File: src/rtl/zl_usb_cmd_dispatch.sv
// ---------------------------------------------------------------------------
// zl_usb_cmd_dispatch
//
// Frames the USB receive FIFO byte stream (req/ack) into packets of the form
//   SYNC_BYTE, header, length N, N payload bytes
// header[1:0] selects the destination: 0..2 stream channel, 3 register write.
// Stream payload is handed to the selected channel through a one-byte hold
// register; register-write packets (N==2: addr, data) produce a one-cycle
// reg_wr strobe. Any byte that is not a sync byte while hunting is dropped
// and counted as an error.
//
// Optional feature (macro ZL_USB_CMD_DISPATCH_TIMEOUT_EN): mid-packet idle
// timeout of TIMEOUT_CYCLES cycles with in_req low; on expiry the partial
// packet is abandoned (no pkt_done) and err_cnt increments. Without the
// macro a partial packet waits indefinitely.
//
// Ports
//   clk, rst_n      clock (rising edge), asynchronous active-low reset
//   in_req/in_ack   upstream handshake; in_ack is combinational
//   in_data         upstream byte
//   out_req         per-channel byte valid (one-hot or zero)
//   out_ack         per-channel consume
//   out_data        byte for the channel flagged in out_req
//   reg_wr          one-cycle register write strobe
//   reg_addr        write address, held until the next write
//   reg_wdata       write data, held until the next write
//   pkt_done        one-cycle pulse per completed or discarded packet
//   busy            parser not hunting, or a byte still held for output
//   err_cnt         saturating error counter
// ---------------------------------------------------------------------------
module zl_usb_cmd_dispatch #(
   parameter logic [7:0]  SYNC_BYTE      = 8'hA5,
   parameter logic [15:0] TIMEOUT_CYCLES = 16'd50000
) (
   input  logic       clk,
   input  logic       rst_n,
   input  logic       in_req,
   output logic       in_ack,
   input  logic [7:0] in_data,
   output logic [2:0] out_req,
   input  logic [2:0] out_ack,
   output logic [7:0] out_data,
   output logic       reg_wr,
   output logic [7:0] reg_addr,
   output logic [7:0] reg_wdata,
   output logic       pkt_done,
   output logic       busy,
   output logic [7:0] err_cnt
);

   localparam int         NUM_CH   = 3;
   localparam logic [1:0] DEST_REG = 2'd3;

   typedef enum logic [2:0] {
      S_hunt,
      S_header,
      S_length,
      S_payload,
      S_reg_addr,
      S_reg_data,
      S_drain
   } state_t;

   typedef struct packed {
      logic       vld;
      logic [1:0] ch;
      logic [7:0] dat;
   } hold_t;

   state_t     state;
   hold_t      hold;
   logic [1:0] dest;
   logic [7:0] cnt;
   logic [7:0] addr_q;

   logic [3:0] ack_pad;
   logic       hold_rel;
   logic       acc;
   logic       err_ev;
   logic       tmo;

   // Pad to four bits so a 2-bit channel index can never select past the end.
   assign ack_pad  = {1'b0, out_ack};
   assign hold_rel = hold.vld && ack_pad[hold.ch];

   // Only payload bytes can be back-pressured by the hold register; every
   // other state consumes immediately. Forced low while reset is asserted.
   always_comb begin
      in_ack = 1'b0;
      if (rst_n) begin
         if (state == S_payload) in_ack = in_req && (!hold.vld || hold_rel);
         else                    in_ack = in_req;
      end
   end

   assign acc = in_ack;

`ifdef ZL_USB_CMD_DISPATCH_TIMEOUT_EN
   logic [15:0] idle_cnt;

   // Fires on the idle cycle that would bring the count to TIMEOUT_CYCLES.
   assign tmo = (state != S_hunt) && !in_req &&
                ((idle_cnt + 16'd1) == TIMEOUT_CYCLES);

   always_ff @(posedge clk or negedge rst_n) begin
      if (!rst_n)                               idle_cnt <= '0;
      else if (state == S_hunt || acc || tmo)   idle_cnt <= '0;
      else if (!in_req)                         idle_cnt <= idle_cnt + 16'd1;
   end
`else
   logic unused_timeout;
   assign tmo            = 1'b0;
   assign unused_timeout = ^TIMEOUT_CYCLES;
`endif

   // Error sources are mutually exclusive in practice, but they are OR-ed so
   // the counter can never step by more than one per cycle.
   always_comb begin
      err_ev = tmo;
      if (acc && state == S_hunt && in_data != SYNC_BYTE) err_ev = 1'b1;
      if (acc && state == S_length && in_data != 8'd0 &&
          dest == DEST_REG && in_data != 8'd2)            err_ev = 1'b1;
   end

   always_ff @(posedge clk or negedge rst_n) begin
      if (!rst_n) begin
         state     <= S_hunt;
         hold      <= '0;
         dest      <= '0;
         cnt       <= '0;
         addr_q    <= '0;
         reg_wr    <= 1'b0;
         reg_addr  <= '0;
         reg_wdata <= '0;
         pkt_done  <= 1'b0;
         err_cnt   <= '0;
      end else begin
         pkt_done <= 1'b0;
         reg_wr   <= 1'b0;

         if (err_ev && err_cnt != 8'hFF) err_cnt <= err_cnt + 8'd1;

         // Hold register drains on its own, independent of the parser state,
         // so the next header can be parsed while a byte is still pending.
         if (acc && state == S_payload)
            hold <= '{vld: 1'b1, ch: dest, dat: in_data};
         else if (hold_rel)
            hold.vld <= 1'b0;

         if (tmo) begin
            state <= S_hunt;
         end else if (acc) begin
            case (state)
               S_hunt: begin
                  if (in_data == SYNC_BYTE) state <= S_header;
               end
               S_header: begin
                  dest  <= in_data[1:0];
                  state <= S_length;
               end
               S_length: begin
                  cnt <= in_data;
                  if (in_data == 8'd0) begin
                     state    <= S_hunt;
                     pkt_done <= 1'b1;
                  end else if (dest != DEST_REG) begin
                     state <= S_payload;
                  end else if (in_data == 8'd2) begin
                     state <= S_reg_addr;
                  end else begin
                     state <= S_drain;
                  end
               end
               S_payload, S_drain: begin
                  cnt <= cnt - 8'd1;
                  if (cnt == 8'd1) begin
                     state    <= S_hunt;
                     pkt_done <= 1'b1;
                  end
               end
               S_reg_addr: begin
                  addr_q <= in_data;
                  state  <= S_reg_data;
               end
               S_reg_data: begin
                  reg_addr  <= addr_q;
                  reg_wdata <= in_data;
                  reg_wr    <= 1'b1;
                  pkt_done  <= 1'b1;
                  state     <= S_hunt;
               end
               default: state <= S_hunt;
            endcase
         end
      end
   end

   // Per-channel valid decode straight from the hold register.
   for (genvar c = 0; c < NUM_CH; c++) begin : g_ch
      assign out_req[c] = hold.vld && (hold.ch == 2'(c));
   end

   assign out_data = hold.dat;
   assign busy     = (state != S_hunt) || hold.vld;

endmodule

File: config.mk
export PLATFORM = sky130hd
export DESIGN_NAME = zl_usb_cmd_dispatch
export DESIGN_NICKNAME = d
export VERILOG_FILES = /design/src/rtl/zl_usb_cmd_dispatch.sv
export SDC_FILE = /design/constraint.sdc
export NUM_CORES = 1
export LEC_CHECK = 0
export ABC_AREA = 1
export CORE_AREA = 5 5 95 79
export DETAILED_ROUTE_END_ITERATION = 8
export DIE_AREA = 0 0 100 84
export PLACE_DENSITY = 0.74
export SLEW_MARGIN = 10
export SYNTH_ARGS = -nofsm -noshare
export SYNTH_HDL_FRONTEND = slang
export SYNTH_SLANG_ARGS = --single-unit
File: constraint.sdc
create_clock -name clk -period 1.29 [get_ports clk]
set_input_delay 0.258 -clock clk [delete_from_list [all_inputs] [get_ports clk]]
set_output_delay 0.258 -clock clk [all_outputs]
set_load 0.02 [all_outputs]
==> metrics <==
CTS tree built; Synth cell types 27; Finished Layout Cells 573; power per cell area 2220 nW/um2; Rel. slew slack 51.2%; status complete, but fails checks; Worst Path Required 1.03 ns; Storage cell area 1460 um2; # diodes 0; FMAX 612 MHz; layout cells sized above 1 38.3%; worst r2r src hold[8]$_DFFE_PN0P_; final period utilization 127%; Post-synth EDFFs 0; CP Capture Type primary output; H-tree depth 3; Slew Viols, Final 0; CP startpoint kind flop; synthesized flop and latch total 58; WS Path Type flop to primary output; vias in the first global route 2788; area delta synth->final 54.2%; Fill cells 518; initial antenna violation count 0; Finished Core Util 68.2%; flop2flop setup slack -0.33 ns; CTS Hold Bufs 0; global-route wire length before repair 13500 um; failing checks setup timing; critical path arrival 1.37 ns; largest net degree at the start of global routing 59; Final nets 498; yosys warns 0; Critical R2R Capture addr_q[4]$_DFFE_PN0P_; CP max-delay cell dfrtp_1; DR WL/cell 15.1 um; crit-path max cell delay 0.42 ns; Die Width 100 um; total track usage 20.3%; final hold vios 0; Total Power 9.96 mW; cells along the critical path inv_2 -> nand3_4 -> nor2_4 -> nand3_2 -> nand2_2 -> inv_2 -> buf_6; Tightest Pin Transition 0.732 ns; MaxCap Viol Count 0; clock-pin transition on the worst setup and hold timing paths 0.08 ns; antenna viol nets, final 0; Hold/Removal Path Class primary input to asynchronous set/reset pin; post-route minimum period 1.63 ns; Final Worst Setup Slack -0.343 ns; Mapped Cells 366; most frequent cells after synthesis nand2_1 (127), dfrtp_1 (58), o21ai_0 (48); Worst R2R Path Depth 11; grt total ovfl 0; multi-input logic area 1560 um2; row cnt 27; Residual DRC 0; most common cell in the netlist nand2_1; CTS sink count 58; Via Count 2872; maximum VDD drop 0.00109 V; Root Buffer clkbuf_8; 1st-pass router iterations 4; # setup viols final 62; core area 6590 um2; clock skew 0.00892 ns; Die Ht 84 um; Final Hold Slack 0.0800 ns; CTS Buffer Depth 2; prevailing post-synth register cell dfrtp_1; post-synthesis cell area 2920 um2; DPL Wire Length 5570 um; port bufs 52; dpl cell area 3850 um2; Synth Area per Inst 7.97 um2; Final Instance Area 4490 um2; detailed-route wire length 8630 um; Ports 53; vias per cell 5.01; CP max FO 3; leakage power 2.27 nW; clock latency on the worst-skew pair 0.34 ns; RSZ-0062 raised after global routing true; die area 8400 um2; CP dominant cell by count inv_2; fraction of registers with async set/reset 100%; top cells by area in the synthesized netlist dfrtp_1 (50%), nand2_1 (16%), o21ai_0 (8.2%); TritonCTS Buffers 9; syn nets 383; Synth top area share 49.8%; Placer Congestion 0.913; placed insts 538; Starting Density 44.3%; sequential area share after synthesis 49.8%; DR iter-0 viols 145; Yosys top cell by area dfrtp_1
[sequential cells by signal, summed over array words and instances, names as in the netlist, 2 cells and up]
signal	cells
addr_q	8
state	3
dest	2
out_data	8
hold	3
cnt	8
reg_addr	8
err_cnt	8
reg_wdata	8
[metrics by stage]
stage                     TNS [ns]  setup WS [ns]
after global placement      -26.87         -0.633
after global routing        -20.72         -0.451
after detailed placement    -29.05         -0.673
after floorplan              -2.36         -0.127
after CTS                   -14.33         -0.347
final                       -14.23         -0.343
[cell usage in the layout, fill, tap and decap left out, types with 5 or more instances in the layout]
cell type	Yosys	final
nand2_1	127	106
nand2_4	1	8
buf_6	3	17
clkdlybuf4s15_2	0	6
xor2_1	5	5
clkbuf_8	0	9
buf_4	9	50
clkdlybuf4s50_1	0	10
buf_12	0	6
nand3_2	2	5
nor2_1	24	16
clkbuf_2	1	13
dfrtp_1	58	55
nand2_2	3	14
buf_2	3	7
o21ai_0	48	27
inv_2	2	7
inv_1	30	23
clkdlybuf4s15_1	0	6
nor2_4	1	9
o21ai_1	1	18
nand3_1	20	14
[worst max path at each step]
| stage | startpoint | to | slack [ns] | cells past startpoint |
|---|---|---|---|---|
| 5_1_grt | hold[8]$_DFFE_PN0P_ | in_ack | -0.45 | 8 |
| 2_1_floorplan | hold[8]$_DFFE_PN0P_ | err_cnt[3]$_DFFE_PN0P_ | -0.13 | 11 |
| 4_1_cts | state[2]$_DFFE_PN0P_ | in_ack | -0.35 | 7 |
| 3_5_place_dp | out_ack[1] | in_ack | -0.67 | 8 |
| 6_report | state[2]$_DFFE_PN0P_ | in_ack | -0.34 | 7 |
| 3_3_place_gp | out_ack[1] | in_ack | -0.63 | 8 |
[critical path, delay by kind of cell, from the launching register on]
kind                   cells  cell delay [ns]
DFF                        1             0.42
buffers and inverters      3             0.27
and+or+nand+nor            4             0.34
[metal layers]
layer  up-vias  GRT usage (%)  share of wire (%)
li1       1409              -                  -
met1      1373           26.4                 43
met2        75           32.9                 50
met3        15           5.26                5.5
met4         0           6.73                1.5
met5         -              0                  0
[cell type report]
class,instances,share of cell area (%)
Multi-Input combinational cell,262,34.7
Sequential cell,58,32.4
Timing Repair Buffer,117,23.1
Inverter,32,2.90
Clock buffer,10,2.84
Tap cell,87,2.42
Clock inverter,6,1.48
Timing Repair inverter,1,0.167
[report_power, final]
part,total [mW],leakage [nW],switching [mW],internal (mW)
clock,1.67,0.0889,0.775,0.895
combinational,5.13,1.44,2.87,2.26
sequential,3.16,0.745,0.573,2.59
total,9.96,2.27,4.22,5.74
[logic make-up (layout without fill, tap and decap cells)]
logic type | after synthesis | in the layout | synth area share [%]
XOR/XNOR | 9 | 9 | 2.70
buffers and inverters | 49 | 166 | 8.41
AND/OR/NAND/NOR | 195 | 198 | 28.9
flip-flops | 58 | 58 | 49.8
AO/OA/AOI/OAI | 52 | 52 | 8.93
adder cells (fa/ha/maj) | 3 | 3 | 1.29
[repair_timing]
item,CTS,global route
setup buffers,8,8
endpoints found under the setup margin,96,86
gates cloned,3,1
pin swaps,15,19
resized for setup,167,94
(Power assumes the default switching activity.)
